===== config.mk =====
export PLATFORM = sky130hd
export DESIGN_NAME = button_debounce
export DESIGN_NICKNAME = d
export VERILOG_FILES = /design/src/rtl/button_debounce.sv
export SDC_FILE = /design/constraint.sdc
export NUM_CORES = 1
export LEC_CHECK = 0
export CELL_PAD_IN_SITES_DETAIL_PLACEMENT = 0
export CELL_PAD_IN_SITES_GLOBAL_PLACEMENT = 2
export CORE_MARGIN = 2
export CORE_UTILIZATION = 36
export CTS_CLUSTER_DIAMETER = 150
export CTS_CLUSTER_SIZE = 10
export DETAILED_ROUTE_END_ITERATION = 10
export DONT_BUFFER_PORTS = 1
export HOLD_SLACK_MARGIN = 0.02
export PLACE_DENSITY_LB_ADDON = 0.1
export SETUP_SLACK_MARGIN = 0.4
export SLEW_MARGIN = 10
export SYNTH_ARGS = -nofsm -noshare
export SYNTH_HDL_FRONTEND = slang
export SYNTH_SLANG_ARGS = --single-unit

===== constraint.sdc =====
create_clock -name clock -period 1.8 [get_ports clock]
set_input_delay 0.36 -clock clock [delete_from_list [all_inputs] [get_ports clock]]
set_output_delay 0.36 -clock clock [all_outputs]
set_load 0.05 [all_outputs]

===== src/rtl/button_debounce.sv =====
// Multi-channel pushbutton conditioner: two-flop synchronizer, per-channel
// stability counter, debounced level plus one-cycle press/release strobes.

module button_debounce_lane #(
  parameter int DEBOUNCE_CYCLES = 1330000,
  parameter int CNT_WIDTH       = 21,
  parameter int ACTIVE_LOW      = 1
) (
  input  logic clock,
  input  logic resetn,
  input  logic pin,
  output logic state,
  output logic pressed,
  output logic released
);
  localparam logic                 INACTIVE = 1'(ACTIVE_LOW != 0);
  localparam logic [CNT_WIDTH-1:0] LAST     = CNT_WIDTH'(DEBOUNCE_CYCLES - 1);

  logic                 sync1, sync2;
  logic [CNT_WIDTH-1:0] cnt;
  logic                 act;

  assign act = sync2 ^ INACTIVE;

  // Sync flops reset to the idle pin level so reset release never looks like a press.
  always_ff @(posedge clock or negedge resetn) begin
    if (!resetn) begin
      sync1    <= INACTIVE;
      sync2    <= INACTIVE;
      cnt      <= '0;
      state    <= 1'b0;
      pressed  <= 1'b0;
      released <= 1'b0;
    end else begin
      sync1    <= pin;
      sync2    <= sync1;
      pressed  <= 1'b0;
      released <= 1'b0;
      if (act == state) begin
        cnt <= '0;
      end else if (cnt == LAST) begin
        state    <= act;
        cnt      <= '0;
        pressed  <= act;
        released <= ~act;
      end else begin
        cnt <= cnt + CNT_WIDTH'(1);
      end
    end
  end
endmodule

module button_debounce #(
  parameter int WIDTH           = 8,
  parameter int DEBOUNCE_CYCLES = 1330000,
  parameter int CNT_WIDTH       = 21,
  parameter int ACTIVE_LOW      = 1
) (
  input  logic             clock,
  input  logic             resetn,
  input  logic [WIDTH-1:0] buttons_pin,
  output logic [WIDTH-1:0] state,
  output logic [WIDTH-1:0] pressed,
  output logic [WIDTH-1:0] released
);
  button_debounce_lane #(
    .DEBOUNCE_CYCLES(DEBOUNCE_CYCLES),
    .CNT_WIDTH      (CNT_WIDTH),
    .ACTIVE_LOW     (ACTIVE_LOW)
  ) u_lane [WIDTH-1:0] (
    .clock   (clock),
    .resetn  (resetn),
    .pin     (buttons_pin),
    .state   (state),
    .pressed (pressed),
    .released(released)
  );
endmodule


* Word level (Yosys, flattened, before mapping)
Index checks and enable logic that the tools add are counted.
** Operators by class
- Bitwise logic cells :: 16
- Equality and inequality tests :: 16
- Reduce and logical (&&, ||, !) cells :: 8
- Multiplexer cells :: 48
- Add/sub/neg operators :: 8
** Operators with widths (number)
- $mux W21 :: 16
- $add A21 B1 Y21 const B :: 8
- $eq A21 B21 Y1 const B :: 8
- $mux W1 :: 32
- $not A1 Y1 :: 16
- $reduce_and A2 Y1 :: 8
- $eq A1 B1 Y1 :: 8
** Storage, ports and cells
- Input bits :: 10
- Flip-flop bits (word level) :: 208
- Output and inout port bits :: 24
- Word-level logic and storage cells :: 144

* Logic depth before layout (Yosys ltp)
Gate-level depths: netlist of the first run.
- Word-level depth :: 4
- Depth in mapped cells :: 7

* By module
Synthesis of the first run repeated with hierarchy kept, for this count alone.
** Second synthesis, totals
- Cells, all modules :: 960
- Area, all modules :: 10209.8 um2
** Modules (own cells, without submodules)
- button_debounce_lane :: area each 1276.2 um2, cells each 120, sequential area each 653.1 um2, times used 8

* Least setup slack after synthesis of the first run
Ideal clock, no wire load.
- Path kind :: register to register
- Start :: reg u_lane[6].cnt[0]
- End :: reg u_lane[6].cnt[10]
- Slack :: -0.042 ns
- Data required time :: 1.678 ns
- Cell stages (with the launch flop) :: 7
- Library setup time :: 0.122 ns
- Arrival time :: 1.720 ns
- Clock period less this slack :: 1.842 ns
- Path through :: dfrtp_1 > ha_1 > and3_1 > nand3_1 > o31ai_2 > buf_2 > nor2_1
** Between the ends
- Word-level cells in the longest chain between the ends :: 3
** Ends and longest elaborated chain
- start, declared :: RTL line 20 : logic [CNT_WIDTH-1:0] cnt;
- start signal, assigned :: RTL line 47 : cnt <= cnt + CNT_WIDTH'(1);
- $add A21 B1 Y21 / $eq A21 B21 Y1 (equally long branches) :: RTL line 47, 41
- $mux W21 * :: RTL line 41 : end else if (cnt == LAST) begin
- $mux W21 * :: RTL line 39 : if (act == state) begin
Every way passes the cells marked *; elsewhere a longest branch is shown, timed or not.
A chain may end at the register's enable or synchronous reset.

* Final worst setup path of the first run
- Start :: reg u_lane[3].cnt[1]
- End :: reg u_lane[3].cnt[15]
** Between the ends
- Word-level cells in the longest chain between the ends :: 3
** Ends and longest elaborated chain (RTL line)
- start, declared :: 20
- start signal, assigned :: 47
- $add A21 B1 Y21 / $eq A21 B21 Y1 (equally long branches) :: 47, 41
- $mux W21 * :: 41
- $mux W21 * :: 39
Marked as above.

==> flow_metrics.py, run 1 <==
metrics = {
    "status": {
        "status": "finished, violations left",
        "violations": "hold timing",
    },
    "finish": {
        "final_cell_mix": "buf_4, dfrtp_1, xnor2_1",
        "drive_gt1_share_pct": 48.38,
        "n_antenna_cell": 0,
        "fin_nets": 1272,
        "stdcell_count": 1647,
        "utilization_pct": 54.87,
        "design_area_um2": 15200,
        "layout_commonest_cell": "buf_4",
        "fillerInstances": 2417,
        "area_delta_synth_final_pct": 50.37,
    },
    "global_routing": {
        "grt_pass1_vias": 8333,
        "overflow": 0,
        "grt_start_max_net_pins": 209,
        "grt_usage_pct": 17.35,
        "grt_pass1_wl_um": 42260,
        "antenna_found_initial": 0,
    },
    "yosys": {
        "synthesis.area_um2": 10110,
        "ys_seq_area_share_pct": 51.68,
        "syn-num-nets": 1042,
        "syn_avg_cell_area_um2": 9.873,
        "ys_warn_count": 0,
        "ys_async_sr_fraction_pct": 100.0,
        "synth_flop_cell": "dfrtp_1",
        "synth_edf_count": 0,
        "ys_types": 44,
        "ys_ff_latch": 208,
        "syn_inst": 1024,
    },
    "power_and_ir_drop": {
        "swShare_pct": 22.40,
        "pwr-share-comb_pct": 5.5,
        "power.density_nw_per_um2": 647.1,
        "clkPwrFrac_pct": 45.4,
        "power_w": 0.009837,
        "p_seq_share_pct": 49.1,
        "power_switching_w": 0.002203,
        "p_leak_nw": 5.758,
        "max-vdd-ir-drop_mv": 0.5596,
        "p_int_w": 0.007633,
    },
    "timing": {
        "hold_viol": 204,
        "fin_crit_sh_pct": 98.31,
        "maxSlewHeadroom_pct": 55.98,
        "worst_hold_slack_ns": -0.4582,
        "rsz0062_at_grt": "true",
        "finalSetupViolCount": 0,
        "finClkSkew_ns": 0.01261,
        "worst_slew_pin_slew_ns": 0.6555,
        "period_minus_slack_ns": 1.770,
        "fmax_mhz": 565.1,
        "slew_viol_final": 0,
    },
    "die": {
        "start_util_pct": 36.49,
        "io_pins": 34,
        "core_um2": 27710,
        "chipWidth_um": 171.6,
        "num_rows": 61,
        "die_area_um2": 29440,
        "die_h_um": 171.6,
    },
    "place": {
        "dp_hpwl_um": 14560,
        "place_area_um2": 11440,
        "place_inst": 1451,
        "portBuffers": 0,
        "gp_routability_congestion": 0.7607,
    },
    "hold_path": {
        "min_path_type": "input pin to async pin",
    },
    "worst_setup_path": {
        "worstPathArrival_ns": 2.20,
        "critPathMaxStageDelay_ns": 0.59,
        "worstSetupEndpointType": "flip-flop",
        "reg2reg_to": "u_lane[3].cnt[15]",
        "crit_path_start_kind": "flip-flop",
        "path_class": "flip-flop to flip-flop",
        "r2r-start": "u_lane[3].cnt[1]",
        "path_buf_inv": 1,
        "slowest_stage": "or4_4",
        "cp.required_ns": 2.23,
        "rrSetupSlack_ns": 0.03,
        "critPathTopFamily": "simple AND/OR/NAND/NOR gates",
        "crit_fanout": 8,
        "startpoint": "u_lane[3].cnt[1]",
        "worstRegToRegCells": 5,
        "path_cells": "buf_6 -> nand4_4 -> or4_4 -> or3_4 -> a21oi_2",
    },
    "clocking": {
        "clk_latency_ns": 0.51,
        "hold_buffers": 8,
        "max-clock-path-buffers": 3,
        "cts.sinks": 208,
        "htreeDepth": 1,
        "cts_made_buffers": 24,
        "cts_root_buffer": "clkbuf_16",
        "path_clk_slew_ns": 0.06,
        "tritoncts": "built",
    },
    "routing": {
        "via_per_inst": 5.044,
        "drt-initial-drc-count": 312,
        "drc": 0,
        "wl_per_cell_um": 15.56,
        "routed_wl_um": 25630,
        "num_vias": 8307,
        "drtPass1Iterations": 4,
        "final_antenna_net_count": 0,
    },
    "job": {
        "cap_violations": 0,
    },
}
[per-stage QoR]
stage          worst slack, ns  setup TNS, ns
2_1_floorplan          0.06582              0
3_3_place_gp           0.04896              0
3_5_place_dp           0.01818              0
4_1_cts                0.05370              0
5_1_grt               -0.03295       -0.07864
6_report               0.03042              0
[final cells by class]
class	count	area, um2	share of cell area (%)
well taps	378	473.0	3.111
inverters	41	153.9	1.012
clock buffers	41	695.7	4.576
repair buffers	253	2365	15.56
flip-flops and latches	208	5290	34.80
multi-input cells	726	6225	40.95
[power by group through the flow]
stage / registers, W / clock network (W) / logic [W]
detailed placement: 0.00491 / 0 / 0.000222
global route: 0.00483 / 0.00484 / 0.000582
global placement: 0.00491 / 0 / 0.000223
CTS: 0.00482 / 0.00464 / 0.000408
finish: 0.00483 / 0.00447 / 0.000538
floorplan: 0.00490 / 0 / 0.000157
[synthesized netlist by cell type, drive strengths merged, types with 3 or more instances]
master    n  share of area [%]
ha        8               0.99
buf      31                2.1
nand3    62                3.1
nand4    53                3.7
a21oi    28                1.4
nor4b    13                1.1
nand2    34                1.3
or3      30                1.9
nor3b    11               0.82
o21ai    37                1.9
xor2     24                2.1
mux2i     9               0.89
nand4b    3               0.26
dfstp    16                4.2
and4     11               0.95
and2      3               0.19
nor4     43                2.7
a211oi    5               0.37
nor4bb    8               0.79
and3     19                1.2
or4       6               0.45
nor2    165                6.1
clkbuf   18               0.71
xnor2   101                8.8
inv      41                1.5
o31ai     6               0.50
dfrtp   192                 48
nor3     38                1.9
[registers in the layout, summed over array words and instances, names as in the netlist]
signal	cells
u_lane.cnt	168
u_lane.sync1	8
u_lane.released	8
u_lane.state	8
u_lane.pressed	8
u_lane.sync2	8
[per-layer routing]
layer | share of wire [%] | up-vias | global-route usage (%)
met5 | 0 | - | 0
met4 | 1.7 | 0 | 3.390
met3 | 2.7 | 39 | 2.393
met2 | 50 | 97 | 29.13
met1 | 46 | 4108 | 24.02
li1 | - | 4063 | -
[how the worst max path moves through the flow]
stage	endpoint	slack (ns)	cells past startpoint
detailed placement	u_lane[5].cnt[20]	0.02	5
global placement	u_lane[5].cnt[18]	0.05	5
floorplan	u_lane[3].cnt[16]	0.07	5
finish	u_lane[3].cnt[15]	0.03	5
global route	u_lane[3].cnt[15]	-0.03	5
CTS	u_lane[3].cnt[20]	0.05	5
[cell families (layout without fill, tap and decap cells)]
kind of cell / count (synthesis) / count (layout) / synth area share (%)
adder cells (fa/ha/maj): 8 / 8 / 0.9901
AO/OA/AOI/OAI: 80 / 80 / 4.456
buffers and inverters: 90 / 335 / 4.356
multiplexers: 9 / 9 / 0.8911
AND/OR/NAND/NOR: 504 / 504 / 26.79
XOR/XNOR: 125 / 125 / 10.83
flip-flops: 208 / 208 / 51.68
[repair_timing]
| item | CTS | global route |
|---|---|---|
| endpoints found under the hold margin | 216 | 208 |
| setup endpoints to repair | 210 | 213 |
| gates resized for setup | 198 | 255 |
| cloned | 11 | 0 |
| setup buffers | 106 | 30 |
| pin swaps | 72 | 74 |
Note: power is estimated with default switching activity, not from simulation.
==> run 2: changes to the inputs <==
--- a/config.mk
+++ b/config.mk
@@ -8,7 +8,7 @@
 export CELL_PAD_IN_SITES_DETAIL_PLACEMENT = 0
 export CELL_PAD_IN_SITES_GLOBAL_PLACEMENT = 2
 export CORE_MARGIN = 2
-export CORE_UTILIZATION = 36
+export CORE_UTILIZATION = 38
 export CTS_CLUSTER_DIAMETER = 150
 export CTS_CLUSTER_SIZE = 10
 export DETAILED_ROUTE_END_ITERATION = 10
==> run 2 against run 1 <==
Against the previous run:
- the flow still finishes with violations (hold timing)
- non-clock buffer count down 12
- register-to-register slack better by 0.02 ns
- clock power up 1%
- wire length down 5.7%
- maximum frequency up 1.2%
- global-route usage up 0.054 points
- final area down 4.5%
- combinational power down 19%
- cell count down 3.2%
- die area down 5.1%
==> flow_metrics.py, run 2 (synthesis gave the netlist of run 1 again) <==
metrics = {
    "status": {
        "status": "finished, violations left",
        "violations": "hold timing",
    },
    "worst_setup_path": {
        "crit_fanout": 4,
        "worstRegToRegCells": 7,
        "rrSetupSlack_ns": 0.05,
        "critPathMaxStageDelay_ns": 0.43,
        "crit_end": "u_lane[6].cnt[8]",
        "path_class": "flip-flop to flip-flop",
        "reg2reg_to": "u_lane[6].cnt[8]",
        "worstPathArrival_ns": 2.14,
        "cp.required_ns": 2.19,
        "path_cells": "nor4b_4 -> nand4_1 -> o31ai_4 -> buf_6 -> buf_12 -> buf_16 -> nor2_2",
        "slowest_stage": "dfrtp_2",
        "r2r-start": "u_lane[6].cnt[12]",
        "worstSetupEndpointType": "flip-flop",
        "startpoint": "u_lane[6].cnt[12]",
        "crit_path_start_kind": "flip-flop",
    },
    "finish": {
        "drive_gt1_share_pct": 42.70,
        "layout_commonest_cell": "buf_4",
        "final_cell_mix": "buf_4, dfrtp_1, xnor2_1",
        "area_delta_synth_final_pct": 43.59,
        "fin_nets": 1260,
        "largest-register": "u_lane.cnt",
        "n_antenna_cell": 0,
        "largest_reg_flops": 168,
    },
    "timing": {
        "period_minus_slack_ns": 1.749,
        "slew_viol_final": 0,
        "fmax_mhz": 571.9,
        "worst_slew_pin_slew_ns": 0.6195,
        "finClkSkew_ns": 0.01559,
        "worst_hold_slack_ns": -0.4503,
        "setup_ws_ns": 0.05131,
        "maxSlewHeadroom_pct": 58.41,
        "hold_viol": 208,
        "fin_crit_sh_pct": 97.15,
        "finalSetupViolCount": 0,
        "rsz0062_at_grt": "true",
    },
    "die": {
        "core_um2": 26060,
        "die_h_um": 167.1,
        "num_rows": 59,
        "io_pins": 34,
        "chipWidth_um": 167.1,
        "die_area_um2": 27930,
        "start_util_pct": 38.80,
    },
    "routing": {
        "drc": 0,
        "routed_wl_um": 24170,
        "final_antenna_net_count": 0,
        "num_vias": 8143,
        "wl_per_cell_um": 15.15,
        "drt-initial-drc-count": 396,
        "drtPass1Iterations": 6,
        "via_per_inst": 5.105,
    },
    "place": {
        "gp_routability_congestion": 0.7407,
        "portBuffers": 0,
        "dp_hpwl_um": 13920,
        "dp_slack_ns": 0.01546,
    },
    "global_routing": {
        "grt_pass1_vias": 8259,
        "grt_start_max_net_pins": 209,
        "grt_pass1_wl_um": 41310,
        "antenna_found_initial": 0,
        "overflow": 0,
        "grt_usage_pct": 17.40,
    },
    "clocking": {
        "hold_buffers": 8,
        "path_clk_slew_ns": 0.06,
        "clk_latency_ns": 0.51,
        "tritoncts": "built",
        "cts_root_buffer": "clkbuf_16",
        "max-clock-path-buffers": 3,
        "cts_made_buffers": 24,
        "htreeDepth": 1,
        "cts.sinks": 208,
    },
    "power_and_ir_drop": {
        "max-vdd-ir-drop_mv": 0.7706,
        "p_leak_nw": 5.667,
        "power.density_nw_per_um2": 674.5,
        "power_w": 0.009791,
    },
    "job": {
        "cap_violations": 0,
    },
    "hold_path": {
        "min_path_type": "input pin to async pin",
    },
}
run 2: cell count changes in the layout (fill, tap and decap cells not counted), moves of 5 or more:
cell | before | now
dfrtp_2 | 52 | 45
a21oi_2 | 18 | 12
nor2_2 | 38 | 55
nor4_2 | 17 | 11
dfrtp_1 | 140 | 147
nor2_4 | 74 | 14
nor2_1 | 53 | 96
buf_4 | 173 | 178
buf_6 | 54 | 41
a21oi_1 | 10 | 16
run 2: per-stage QoR:
step	area [um2]	std cells	utilization, %	TNS [ns]
after global routing	14520	1595	55.71	-0.01301
after detailed placement	11320	1399	43.44	0
after floorplan	10570	1024	-	0
after global placement	11320	1399	43.44	0
final	14520	1595	55.71	0
after CTS	13680	1564	52.49	0
run 2: cell type report:
| class | count | area, um2 |
|---|---|---|
| tap | 335 | 419.2 |
| fill | 2294 | 11540 |
| multi-input combinational | 726 | 5792 |
| timing repair buffer | 241 | 2163 |
| clock buffer | 44 | 706.9 |
| inverter | 41 | 153.9 |
| sequential | 208 | 5281 |
run 2: worst min-delay path by stage:
stage                                  end  slack [ns]  cells after the start
after global routing      u_lane[4].cnt[6]       -0.48                      0
after global placement    u_lane[4].cnt[6]        0.07                      0
after CTS                 u_lane[2].cnt[5]       -0.48                      0
after detailed placement  u_lane[4].cnt[6]        0.07                      0
final                     u_lane[4].cnt[6]       -0.45                      0
after floorplan           u_lane[0].cnt[0]        0.06                      0
run 2: critical path, delay by kind of cell (launching register included):
kind,cells,cell delay (ns)
AND/OR/NAND/NOR,3,0.53
flip-flops,1,0.43
buffers and inverters,3,0.37
AO/OA/AOI/OAI,1,0.31
run 2: what timing repair did:
| item | CTS | global route |
|---|---|---|
| pin swaps | 65 | 62 |
| hold endpoints to repair | 216 | 208 |
| gates resized for setup | 169 | 143 |
| buffers inserted | 108 | 27 |
| endpoints found under the setup margin | 211 | 210 |
| cloned | 5 | 4 |
run 2: power breakdown:
part | switching (W) | total [W] | internal, W | leakage, nW
Combinational | 0.000197 | 0.000436 | 0.000239 | 2.57
Clock | 0.00190 | 0.00452 | 0.00262 | 0.337
Sequential | 0.0000777 | 0.00483 | 0.00476 | 2.76
run 2: metal layers:
| layer | vias to the layer above | track usage [%] | part of all wire (%) |
|---|---|---|---|
| li1 | 4040 | - | - |
| met1 | 4004 | 24.67 | 48 |
| met2 | 70 | 28.32 | 48 |
| met3 | 29 | 2.765 | 2.6 |
| met4 | 0 | 3.636 | 1.8 |
| met5 | - | 0 | 0 |
